===== config.mk =====
export PLATFORM = sky130hd
export DESIGN_NAME = enemy_spawn_scheduler_flat
export DESIGN_NICKNAME = d
export VERILOG_FILES = /design/src/rtl/enemy_spawn_scheduler_if.sv /design/src/rtl/enemy_spawn_scheduler.sv /design/src/flat_wrapper.sv
export SDC_FILE = /design/constraint.sdc
export NUM_CORES = 1
export LEC_CHECK = 0
export ABC_AREA = 1
export CAP_MARGIN = 20
export CORE_ASPECT_RATIO = 1.2
export CORE_MARGIN = 5
export CORE_UTILIZATION = 25
export CTS_BUF_LIST = sky130_fd_sc_hd__clkbuf_8
export DETAILED_ROUTE_END_ITERATION = 10
export SKIP_CTS_REPAIR_TIMING = 1
export SLEW_MARGIN = 10
export SYNTH_ARGS = -nofsm -noshare
export SYNTH_HDL_FRONTEND = slang
export SYNTH_SLANG_ARGS = --single-unit

===== constraint.sdc =====
create_clock -name Clk -period 1.6 [get_ports Clk]
set_input_delay 0.32 -clock Clk [delete_from_list [all_inputs] [get_ports Clk]]
set_output_delay 0.32 -clock Clk [all_outputs]
set_load 0.03 [all_outputs]

===== src/rtl/enemy_spawn_scheduler_if.sv =====
// -----------------------------------------------------------------------------
// enemy_spawn_scheduler_if
// Spawn request bundle between the spawn scheduler and the enemy slot array.
//
//   Spawn_Req   scheduler -> array   a spawn is requested
//   Spawn_Slot  scheduler -> array   slot to fill, valid while Spawn_Req
//   Spawn_X/Y   scheduler -> array   spawn position, valid while Spawn_Req
//   Spawn_Ack   array -> scheduler   request accepted (looked at only while Spawn_Req)
//
// master: the scheduler side.  slave: the enemy array side.
// -----------------------------------------------------------------------------
interface enemy_spawn_scheduler_if #(
    parameter int SLOT_W = 3
);
    logic              Spawn_Req;
    logic [SLOT_W-1:0] Spawn_Slot;
    logic [8:0]        Spawn_X;
    logic [8:0]        Spawn_Y;
    logic              Spawn_Ack;

    modport master (
        output Spawn_Req,
        output Spawn_Slot,
        output Spawn_X,
        output Spawn_Y,
        input  Spawn_Ack
    );

    modport slave (
        input  Spawn_Req,
        input  Spawn_Slot,
        input  Spawn_X,
        input  Spawn_Y,
        output Spawn_Ack
    );
endinterface


===== src/rtl/enemy_spawn_scheduler.sv =====
// -----------------------------------------------------------------------------
// enemy_spawn_scheduler
// Paces enemy respawns from the level's unit time (frame ticks between spawns),
// looks for a free enemy slot round-robin, picks one of four spawn points and
// issues a single spawn request at a time to the enemy array.
//
// Ports
//   Clk          system clock
//   Reset_n      asynchronous reset, active low
//   Frame_Tick   one-Clk pulse per video frame
//   Pause        freezes the timer and the slot search; a pending request stays up
//   Unit_Time    frames between spawns (0 behaves as 1), may change at any time
//   Enemy_Alive  bit i set when enemy slot i is occupied
//   Spawn_Count  accepted spawns, saturating at 1023
//   spawn        request bundle (master side): Spawn_Req/Slot/X/Y out, Spawn_Ack in
//
// Build option
//   SPAWN_LFSR_EN  when defined, the spawn point index is the low two bits of a
//                  free-running 8-bit Fibonacci LFSR (taps 8,6,5,4, seed 8'hA5)
//                  sampled when a request is formed; otherwise the point index
//                  steps 0,1,2,3,0... on each accepted spawn.
// -----------------------------------------------------------------------------
module enemy_spawn_scheduler #(
    parameter int          NUM_ENEMY = 8,
    parameter int          SLOT_W    = 3,
    parameter logic [35:0] SPAWN_XS  = {9'd296, 9'd8, 9'd296, 9'd8},
    parameter logic [35:0] SPAWN_YS  = {9'd216, 9'd216, 9'd8, 9'd8}
) (
    input  logic                 Clk,
    input  logic                 Reset_n,
    input  logic                 Frame_Tick,
    input  logic                 Pause,
    input  logic [9:0]           Unit_Time,
    input  logic [NUM_ENEMY-1:0] Enemy_Alive,
    output logic [9:0]           Spawn_Count,
    enemy_spawn_scheduler_if.master spawn
);

    typedef enum logic [1:0] {
        COUNT  = 2'd0,
        SEARCH = 2'd1,
        REQ    = 2'd2
    } state_t;

    localparam logic [9:0]        TIMER_MAX = 10'd1023;
    localparam logic [9:0]        COUNT_MAX = 10'd1023;
    localparam logic [SLOT_W-1:0] LAST_OFS  = SLOT_W'(NUM_ENEMY - 1);

    state_t            state;
    state_t            state_next;

    logic [9:0]        timer;
    logic              retry_hold;   // search came up empty; wait for a frame tick
    logic [SLOT_W-1:0] rr_ptr;
    logic [SLOT_W-1:0] search_idx;
    logic [SLOT_W-1:0] search_ofs;   // slots already examined in this search
    logic [1:0]        point_idx;

    logic [9:0]        unit_eff;
    logic              tick_en;
    logic              expired;
    logic              start_search;
    logic              search_step;
    logic              slot_free;
    logic              found;
    logic              exhausted;
    logic              accept;

    function automatic logic [8:0] point_x(input logic [1:0] idx);
        return SPAWN_XS[int'(idx)*9 +: 9];
    endfunction

    function automatic logic [8:0] point_y(input logic [1:0] idx);
        return SPAWN_YS[int'(idx)*9 +: 9];
    endfunction

    // ------------------------------------------------------------------
    // Decode of the current cycle's events
    // ------------------------------------------------------------------
    always_comb begin
        unit_eff     = (Unit_Time == 10'd0) ? 10'd1 : Unit_Time;
        tick_en      = Frame_Tick & ~Pause;
        expired      = (timer >= unit_eff);
        // After an all-busy search the timer stays expired; only the next
        // frame tick may launch another search, otherwise the FSM would
        // spin through SEARCH continuously.
        start_search = (state == COUNT) && !Pause && expired &&
                       (!retry_hold || tick_en);
        search_step  = (state == SEARCH) && !Pause;
        slot_free    = ~Enemy_Alive[search_idx];
        found        = search_step && slot_free;
        exhausted    = search_step && !slot_free && (search_ofs == LAST_OFS);
        accept       = (state == REQ) && spawn.Spawn_Ack;
    end

    // ------------------------------------------------------------------
    // FSM: state register
    // ------------------------------------------------------------------
    always_ff @(posedge Clk or negedge Reset_n) begin
        if (!Reset_n) begin
            state <= COUNT;
        end else begin
            state <= state_next;
        end
    end

    // ------------------------------------------------------------------
    // FSM: next state
    // ------------------------------------------------------------------
    always_comb begin
        state_next = state;
        case (state)
            COUNT: begin
                if (start_search) begin
                    state_next = SEARCH;
                end
            end
            SEARCH: begin
                if (found) begin
                    state_next = REQ;
                end else if (exhausted) begin
                    state_next = COUNT;
                end
            end
            REQ: begin
                if (accept) begin
                    state_next = COUNT;
                end
            end
            default: state_next = COUNT;
        endcase
    end

    // ------------------------------------------------------------------
    // FSM: outputs
    // ------------------------------------------------------------------
    always_comb begin
        spawn.Spawn_Req = (state == REQ);
    end

    // ------------------------------------------------------------------
    // Frame timer and retry hold
    // ------------------------------------------------------------------
    always_ff @(posedge Clk or negedge Reset_n) begin
        if (!Reset_n) begin
            timer      <= 10'd0;
            retry_hold <= 1'b0;
        end else begin
            // An ack in the same cycle as a frame tick restarts at 0.
            if (accept) begin
                timer <= 10'd0;
            end else if ((state == COUNT) && !start_search && tick_en &&
                         (timer != TIMER_MAX)) begin
                timer <= timer + 10'd1;
            end

            if (accept || start_search) begin
                retry_hold <= 1'b0;
            end else if (exhausted) begin
                retry_hold <= 1'b1;
            end
        end
    end

    // ------------------------------------------------------------------
    // Round-robin slot search
    // ------------------------------------------------------------------
    always_ff @(posedge Clk or negedge Reset_n) begin
        if (!Reset_n) begin
            rr_ptr     <= '0;
            search_idx <= '0;
            search_ofs <= '0;
        end else begin
            if (accept) begin
                rr_ptr <= spawn.Spawn_Slot + 1'b1;   // wraps by truncation
            end

            if (start_search) begin
                search_idx <= rr_ptr;
                search_ofs <= '0;
            end else if (search_step && !slot_free) begin
                search_idx <= search_idx + 1'b1;
                search_ofs <= search_ofs + 1'b1;
            end
        end
    end

    // ------------------------------------------------------------------
    // Spawn point selection
    // ------------------------------------------------------------------
`ifdef SPAWN_LFSR_EN
    logic [7:0] lfsr;

    always_ff @(posedge Clk or negedge Reset_n) begin
        if (!Reset_n) begin
            lfsr <= 8'hA5;
        end else begin
            lfsr <= {lfsr[6:0], lfsr[7] ^ lfsr[5] ^ lfsr[4] ^ lfsr[3]};
        end
    end

    always_comb begin
        point_idx = lfsr[1:0];
    end
`else
    always_ff @(posedge Clk or negedge Reset_n) begin
        if (!Reset_n) begin
            point_idx <= 2'd0;
        end else if (accept) begin
            point_idx <= point_idx + 2'd1;
        end
    end
`endif

    // ------------------------------------------------------------------
    // Request payload, held stable from SEARCH->REQ until the ack
    // ------------------------------------------------------------------
    always_ff @(posedge Clk or negedge Reset_n) begin
        if (!Reset_n) begin
            spawn.Spawn_Slot <= '0;
            spawn.Spawn_X    <= point_x(2'd0);
            spawn.Spawn_Y    <= point_y(2'd0);
        end else if (found) begin
            spawn.Spawn_Slot <= search_idx;
            spawn.Spawn_X    <= point_x(point_idx);
            spawn.Spawn_Y    <= point_y(point_idx);
        end
    end

    // ------------------------------------------------------------------
    // Accepted spawn counter
    // ------------------------------------------------------------------
    always_ff @(posedge Clk or negedge Reset_n) begin
        if (!Reset_n) begin
            Spawn_Count <= 10'd0;
        end else if (accept && (Spawn_Count != COUNT_MAX)) begin
            Spawn_Count <= Spawn_Count + 10'd1;
        end
    end

endmodule

===== src/flat_wrapper.sv =====
// flat-port wrapper written by rule: the top's interface ports become plain ports
module enemy_spawn_scheduler_flat 
#(
    parameter int          NUM_ENEMY = 8,
    parameter int          SLOT_W    = 3,
    parameter logic [35:0] SPAWN_XS  = {9'd296, 9'd8, 9'd296, 9'd8},
    parameter logic [35:0] SPAWN_YS  = {9'd216, 9'd216, 9'd8, 9'd8}
)
  (Clk, Reset_n, Frame_Tick, Pause, Unit_Time, Enemy_Alive, Spawn_Count, spawn_Spawn_Req, spawn_Spawn_Slot, spawn_Spawn_X, spawn_Spawn_Y, spawn_Spawn_Ack);
  enemy_spawn_scheduler_if #(.SLOT_W(SLOT_W)) spawn_i ();
  input  logic Clk;
  input  logic Reset_n;
  input  logic Frame_Tick;
  input  logic Pause;
  input  logic [9:0] Unit_Time;
  input  logic [NUM_ENEMY-1:0] Enemy_Alive;
  output logic [9:0] Spawn_Count;
  output wire logic [$bits(spawn_i.Spawn_Req)-1:0] spawn_Spawn_Req;
  output wire logic [$bits(spawn_i.Spawn_Slot)-1:0] spawn_Spawn_Slot;
  output wire logic [$bits(spawn_i.Spawn_X)-1:0] spawn_Spawn_X;
  output wire logic [$bits(spawn_i.Spawn_Y)-1:0] spawn_Spawn_Y;
  input wire logic [$bits(spawn_i.Spawn_Ack)-1:0] spawn_Spawn_Ack;
  assign spawn_Spawn_Req = spawn_i.Spawn_Req;
  assign spawn_Spawn_Slot = spawn_i.Spawn_Slot;
  assign spawn_Spawn_X = spawn_i.Spawn_X;
  assign spawn_Spawn_Y = spawn_i.Spawn_Y;
  assign spawn_i.Spawn_Ack = spawn_Spawn_Ack;
  enemy_spawn_scheduler #(.NUM_ENEMY(NUM_ENEMY), .SLOT_W(SLOT_W), .SPAWN_XS(SPAWN_XS), .SPAWN_YS(SPAWN_YS)) u_core (.Clk(Clk), .Reset_n(Reset_n), .Frame_Tick(Frame_Tick), .Pause(Pause), .Unit_Time(Unit_Time), .Enemy_Alive(Enemy_Alive), .Spawn_Count(Spawn_Count), .spawn(spawn_i));
endmodule

# Word-level counts from Yosys, hierarchy flattened
# Index checks and enable logic that the tools add are counted.
# op_classes
bitwise_logic	3
n_mux	16
n_eq_ne	8
shifts	2
multipliers	1
div_mod_pow	0
n_lt_le_gt_ge	2
n_reduce_logical	23
addsub	6
# op_table
operator	count
36-bit by 32-bit variable part select with 9-bit output, first input constant	2
10-bit two-way mux	3
10-bit by 1-bit adder with 10-bit output, second input constant	2
10-bit inequality test, second input constant	2
1-bit logical AND	12
3-bit two-way mux	4
10-bit greater-or-equal comparator	1
10-bit logical NOT	1
3-bit by 1-bit adder with 3-bit output, second input constant	3
2-bit two-way mux	4
2-bit by 4-bit multiplier with 6-bit output, second input constant	1
2-bit one-hot mux with 3 select lines	1
2-bit nonzero test	3
3-bit by 4-bit less-than comparator with 1-bit output, second input constant	1
2-bit by 1-bit inequality test with 1-bit output, second input constant	2
1-bit binary-select mux with 3-bit select	1
3-bit == test, second input constant	1
1-bit logical NOT	3
1-bit two-way mux	3
3-bit by 1-bit inequality test with 1-bit output, second input constant	1
3-bit AND reduction	1
2-bit by 1-bit adder with 2-bit output, second input constant	1
2-bit by 1-bit == test with 1-bit output, second input constant	1
2-bit == test, second input constant	1
4 further kinds	6
# totals
ram_bits	0
romBits	0
input_bits	23
ff_bits	55
latchBits	0
wordCells	72
output_inout_bits	32
mem_count	0

# Longest topological paths before layout
# Gate-level depths: netlist (run 1).
# depth
word_depth	11
depth_mapped	13
ltp_nobuf	13

# Least setup slack after synthesis (run 1)
# Ideal clock, no wire load.
# synth_timing
path_kind	input -> register
from	input port Unit_Time[0]
to	register u_core.timer[0]
setup_time_ns	0.066
cell_stages	12
path_buffers	0
arrival_ns	1.738
setup_slack_ns	-0.205
t_required_ns	1.534
path_cell_list	nor4_1 a31o_2 ha_1 inv_1 nand2_1 nand2_1 nand2_1 nand3_1 nand3_1 nor2_2 nand3_1 nand2_1
# synth_via
elab_chain_cells	10
# synth_rtl
element	line	text
start, declared	flat_wrapper.sv:15	input logic [9:0] Unit_Time;
10-bit logical NOT	enemy_spawn_scheduler.sv:81	unit_eff = (Unit_Time == 10'd0) ? 10'd1 : Unit_Time;
10-bit two-way mux *	enemy_spawn_scheduler.sv:81	
10-bit greater-or-equal comparator *	enemy_spawn_scheduler.sv:83	expired = (timer >= unit_eff);
1-bit logical AND * (2 in series)	enemy_spawn_scheduler.sv:87	start_search = (state == COUNT) && !Pause && expired &&
1-bit logical NOT *	enemy_spawn_scheduler.sv:152	end else if ((state == COUNT) && !start_search && tick_en &&
1-bit logical AND * (3 in series)	enemy_spawn_scheduler.sv:152	
2-bit nonzero test (no line) *	--	
end signal, assigned	enemy_spawn_scheduler.sv:154	timer <= timer + 10'd1;
end, declared	enemy_spawn_scheduler.sv:52	logic [9:0] timer;
# Every way passes the cells marked *; elsewhere a longest branch is shown, timed or not.
# A chain may end at the register's enable or synchronous reset.

# Final worst setup path (run 1)
# layout_timing
from	register u_core.timer[5]
to	register u_core.search_ofs[2]
# layout_via
elab_chain_cells	4
elab_cells_between_ends	5
cone_classes	order compare: 1; mux: 1; reduce/logical: 3
# layout_rtl
element	line	text
10-bit greater-or-equal comparator *	enemy_spawn_scheduler.sv:83	
1-bit logical AND * (2 in series)	enemy_spawn_scheduler.sv:87	
3-bit two-way mux / 2-bit nonzero test (equally long branches)	--	
end signal, assigned	enemy_spawn_scheduler.sv:183	search_ofs <= search_ofs + 1'b1;
end, declared	enemy_spawn_scheduler.sv:56	logic [SLOT_W-1:0] search_ofs;
# Marks and branches as above.

==> run summary, run 1 <==
critical path, cell by cell - ha_4, nand2_1, nor2_1, nand3_2, nand3_4, nand2_4, buf_12, nand3_2, nand2_1
Synth cell types - 30
R2R Setup Slk - -0.1 ns
Int Pwr - 2490 µW
dominant synthesized flop cell - dfrtp_1
DP Wirelength - 4.84 mm
final setup TNS - -0.977 ns
Final Slew Violations - 0
sequential share of power - 0.355
worst path arrival time - 1.88 ns
number of global-route vias before repair - 2,369
Vias - 2,408
Setup CP Type - flip-flop to flip-flop
VDD IR-drop max - 0.862 mV
hold crit path type - flip-flop to flip-flop
Total Power - 4290 µW
Synth Register Bits - 39
die extent in y - 122 µm
Layout Nets - 468
DRC - 0
Ports - 55
Cells after Synth - 338
failing checks - negative setup slack
Peak Freq - 588 MHz
Worst Path Required - 1.78 ns
Initial Utilization - 0.257
Clock H-tree levels - 2
post-route ant nets - 0
CTS buffer count - 5
fin worst setup slack - -0.100 ns
ant diodes - 0
Final period util - 1.06
Yosys warnings - 0
CP max-delay cell - dfrtp_1
status - finished with violations
worst skew pair latency - 0.30 ns
core area - 10,100 µm²
Syn Area/Cell - 7.66 µm²
Lkg Pwr - 0.00223 µW
Final Hold Viols - 0
Port Buffer Count - 41
net switching power - 1790 µW
CP max FO - 5
grt total ovfl - 0
switching power share of the total - 0.419
GRT Total Usage - 0.104
Max Clock Skew - 0.0136 ns
Clk network pwr share - 0.159
CP top delay family - simple AND/OR/NAND/NOR gates
Row Count - 40
CTS sink cnt - 39
register area share after synthesis - 0.377
pwr/cell area - 1110 nW/µm²
most frequent cells in the layout - nand2_1 (89), buf_4 (48), inv_1 (36), dfrtp_1 (35), dlymetal6s2s_1 (23)
DR vias/cell - 4.33
CTS tree - done
combinational power share - 0.486
Area Overhead vs Synth - 49.1%
first-pass GRT wire length - 10.6 mm
most common cell after layout, fill and taps aside - nand2_1
Final Instance Area - 3860 µm²
wire per inst - 11.5 µm
number of synthesized flops with an enable pin - 0
DP Area - 3470 µm²
RSZ-0062 raised after global routing - true
share of post-route cells with drive strength above 1 - 0.302
initial antenna violation count - 0
async set-or-reset flop fraction in the synthesized netlist - 1.00
footprint of the multi-input gates - 1590 µm²
Worst setup EP type - flip-flop
Cell Area, Synth - 2590 µm²
slowest stage delay, CP - 0.42 ns
largest net degree at the start of global routing - 23
CP startpoint kind - flip-flop
DRT Wirelength - 6.39 mm
initial DRC count - 48
Die X - 103 µm
Setup Viol. Count Final - 17
CP Buf/Inv Count - 1
die area - 12,500 µm²
clock-pin slew on the worst setup and hold paths - 0.08 ns
fillers - 1,031
CTS max path bufs - 2
gpl congestion - 0.812
Pre-Repair DR Iteration Count - 6
crit path time final - 1.70 ns
Root Buffer - clkbuf_8
maxcap violations - 0
register area - 981 µm²
hold slack final - 0.473 ns
-- cells in the mapped netlist (6+ instances only) --
cell,number,area (µm²)
nand3b_1,6,45.0
dfrtp_1,39,976
buf_4,16,120
xor2_1,15,131
nand3_1,37,185
inv_1,39,146
nor2_1,16,60.1
nand2_1,99,372
inv_2,7,26.3
xnor2_1,6,52.6
ha_1,16,200
-- routing by layer --
layer,global-route usage,vias up,wire length (µm)
met5,0,-,0
met4,0.0324,0,81
met3,0.0236,7,367
met2,0.173,60,3170
met1,0.132,1114,2760
li1,-,1227,-
-- power by group through the flow --
| stage | Sequential (µW) | Clock, µW | Combinational, µW |
|---|---|---|---|
| 2_1_floorplan | 1730 | 0 | 1010 |
| 3_3_place_gp | 1530 | 0 | 1970 |
| 3_5_place_dp | 1540 | 0 | 2010 |
| 4_1_cts | 1520 | 720 | 2020 |
| 5_1_grt | 1570 | 747 | 2310 |
| 6_report | 1520 | 681 | 2080 |
-- registers in the layout, summed over array words and instances, names as in the netlist, 2 cells and up --
signal                   count
u_core.Spawn_Count          10
u_core.timer                10
u_core.rr_ptr                3
u_core.search_idx            3
u_core.search_ofs            3
u_core.spawn.Spawn_Slot      3
u_core.point_idx             2
u_core.state                 2
-- cell type report --
cell class / instances / area share
inverters: 47 / 0.0470
well taps: 126 / 0.0408
multi-input cells: 244 / 0.412
clock buffers: 5 / 0.0178
repair buffers: 92 / 0.223
clock inverters: 3 / 0.00518
flip-flops and latches: 39 / 0.254
-- worst reg2reg max path: cells and delay by family (launching register included) --
family	cells	cell delay, ns
fa+ha+maj	1	0.29
buf+inv	1	0.15
flops	1	0.42
simple gates	7	0.73
-- kinds of logic (layout without fill, tap and decap cells) --
family                   count (synthesis)  in the layout  synth area share
AO/OA/AOI/OAI                           18             18            0.0430
XOR/XNOR                                21             21            0.0710
adder cells (fa/ha/maj)                 16             16            0.0773
buffers and inverters                   67            147             0.124
flip-flops                              39             39             0.377
other                                    2             13           0.00290
AND/OR/NAND/NOR                        175            176             0.305
-- worst paths after layout --
path                                      from                 endpoint  cells past startpoint
setup / recovery               u_core.timer[5]     u_core.search_ofs[2]                      9
hold / removal             u_core.point_idx[1]      u_core.point_idx[1]                      1
setup reg to reg               u_core.timer[5]     u_core.search_ofs[2]                      9
hold reg to reg            u_core.point_idx[1]      u_core.point_idx[1]                      1
max in group asynchronous              Reset_n     u_core.search_idx[0]                      3
min in group asynchronous              Reset_n  u_core.spawn.Spawn_X[5]                      2
-- metrics by stage --
step,util,worst slack (ns),instances
finish,0.384,-0.100,556
global route,0.384,-0.200,556
CTS,0.354,-0.488,547
detailed placement,0.345,-0.802,539
global placement,0.345,-0.739,539
floorplan,-,-0.144,349
Power figures use the tool's default switching activity.
==> run 2, diff against run 1 <==
Settings changed: CTS_CLUSTER_SIZE set to 20.
==> results of run 2 <==
No change in the layout: final DEF, timing and power equal those of run 1.
==> run 3, diff against run 2 <==
Settings changed: CORE_UTILIZATION 25 to 48, PLACE_DENSITY set to 0.79, SETUP_SLACK_MARGIN set to 0.15.
==> run summary, run 3 (synthesis results as in run 1) <==
worst r2r dst - u_core.search_ofs[2]
clock-pin slew on the worst setup and hold paths - 0.09 ns (about the same)
Root Buffer - clkbuf_8
Worst setup EP type - flip-flop
Initial Utilization - 0.492 (+0.235)
status - finished with violations
CTS buffer count - 5 (unchanged)
CP startpoint kind - flip-flop
CTS max path bufs - 2 (unchanged)
Die X - 77.1 µm (-25%)
hold crit path type - flip-flop to flip-flop
post-route ant nets - 0 (unchanged)
Row Count - 29 (-28%)
GRT Total Usage - 0.179 (+0.0747)
footprint of the multi-input gates - 1610 µm² (+1.2%)
Port Buffer Count - 41 (unchanged)
Worst Path Required - 1.80 ns (+0.02 ns)
most frequent cells in the layout - nand2_1 (84), inv_1 (36), buf_4 (36), dfrtp_1 (34), nand3_1 (25)
Vias - 2,460 (+2.2%)
worst hold start - u_core.rr_ptr[2]
die area - 6970 µm² (-44%)
Hold EP - u_core.search_idx[2]
worst skew pair latency - 0.31 ns (about the same)
Post-Route Utilization - 0.718 (+0.334)
Lkg Pwr - 0.00219 µW (-1.8%)
ant diodes - 0 (unchanged)
Clock H-tree levels - 2 (unchanged)
largest net degree at the start of global routing - 23 (unchanged)
Placed Cells - 458 (-15%)
WHS Path Cells - 2 (+1)
initial antenna violation count - 0 (unchanged)
maxcap violations - 0 (unchanged)
Peak Freq - 591 MHz (+0.51%)
number of global-route vias before repair - 2,339 (-1.3%)
biggest regs - u_core.Spawn_Count: 10 flops, u_core.timer: 10 flops
DR vias/cell - 5.07 (+17%)
Layout Cells excl Fill - 485 (-13%)
Layout Nets - 461 (-1.5%)
most common cell after layout, fill and taps aside - nand2_1
Final period util - 1.06 (-0.00542)
slowest stage delay, CP - 0.44 ns (+0.02 ns)
Ports - 55 (unchanged)
most frequent CP cell - nand3_2
fin worst setup slack - -0.0913 ns (+0.00867 ns)
fillers - 365 (-65%)
failing checks - negative setup slack
critical path, cell by cell - ha_4, nand2_4, nor2_4, nand3_2, nand3_4, nand2_8, buf_6, nand3_2, nand2_2
CTS tree - done
Final Slew Violations - 0 (unchanged)
crit path time final - 1.69 ns (-0.00867 ns)
RSZ-0062 raised after global routing - true
Setup CP Type - flip-flop to flip-flop
Max Clock Skew - 0.00865 ns (-0.00491 ns)
CP max FO - 7 (+2)
Setup Viol. Count Final - 18 (+1)
grt total ovfl - 0 (unchanged)
VDD IR-drop max - 1.00 mV (+16%)
CP max-delay cell - dfrtp_1
share of post-route cells with drive strength above 1 - 0.307 (+0.00500)
cell depth of the worst flop-to-flop path - 9 (unchanged)
DRC - 0 (unchanged)
gpl congestion - 0.898 (+11%)
R2R Setup Slk - -0.09 ns (about the same)
worst path arrival time - 1.89 ns (about the same)
Final Hold Viols - 0 (unchanged)
DP Wirelength - 4.60 mm (-4.9%)
register area - 982 µm² (+0.13%)
pwr/cell area - 1210 nW/µm² (+9.3%)
initial DRC count - 113 (+140%)
Area Overhead vs Synth - 45.9%
Pre-Repair DR Iteration Count - 4 (-2)
die extent in y - 90.5 µm (-26%)
wire per inst - 14.3 µm (+24%)
first-pass GRT wire length - 10.3 mm (-2.7%)
Crit. Startpoint - u_core.timer[9]
core area - 5260 µm² (-48%)
Reg-to-Reg Start - u_core.timer[9]
CTS sink cnt - 39 (unchanged)
DRT Wirelength - 6.92 mm (+8.3%)
## run 3: cell count changes in the layout (fill, tap and decap cells not counted), moves of 4 or more
cell / delta
buf_4: -12
buf_6: +5
nand2_1: -5
nand2_2: +4
nand3_1: +4
nand3_2: -4
## run 3: worst max path at each step
stage                                 to  slack (ns)
finish              u_core.search_ofs[2]       -0.09
CTS                      u_core.timer[1]       -0.43
global placement    u_core.search_idx[2]       -0.71
global route             u_core.timer[0]       -0.20
detailed placement       u_core.timer[1]       -0.76
floorplan                u_core.timer[0]       -0.14
## run 3: metrics by stage
step                      setup WS [ns]  cell area, µm²  hold WS (ns)  TNS, ns  power, µW
after global routing             -0.199            3780         0.509    -2.82       4890
after global placement           -0.713            3290         0.293   -12.17       3420
after CTS                        -0.434            3400       -0.0352    -9.45       4370
after floorplan                  -0.144            2740        0.0244    -1.59       2770
after detailed placement         -0.756            3290         0.295   -13.21       3500
final                           -0.0913            3780         0.488    -1.15       4590
## run 3: power breakdown
group          total (µW)  switching [µW]  internal [µW]  leakage, µW
Sequential           1490             240           1250     0.000506
Combinational        2240            1280            954      0.00162
Clock                 855             391            465    0.0000581
Total                4590            1910           2670      0.00219
## run 3: critical path, delay by kind of cell, from the launching register on
| family | cells | cell delay [ns] |
|---|---|---|
| adder cells (fa/ha/maj) | 1 | 0.30 |
| buffers and inverters | 1 | 0.14 |
| flip-flops | 1 | 0.44 |
| AND/OR/NAND/NOR | 7 | 0.69 |
## run 3: cell type report
type                       count  area share
clock inverter                 3      0.0116
clock buffer                   5      0.0182
sequential                    39       0.260
inverter                      47      0.0500
multi-input combinational    244       0.426
timing repair buffer          85       0.214
tap                           62      0.0205
## run 3: per-layer routing
metal,GRT usage,routed length [µm]
met1,0.215,2670
met2,0.307,3760
met3,0.0429,320
met5,0,0
met4,0.0645,168
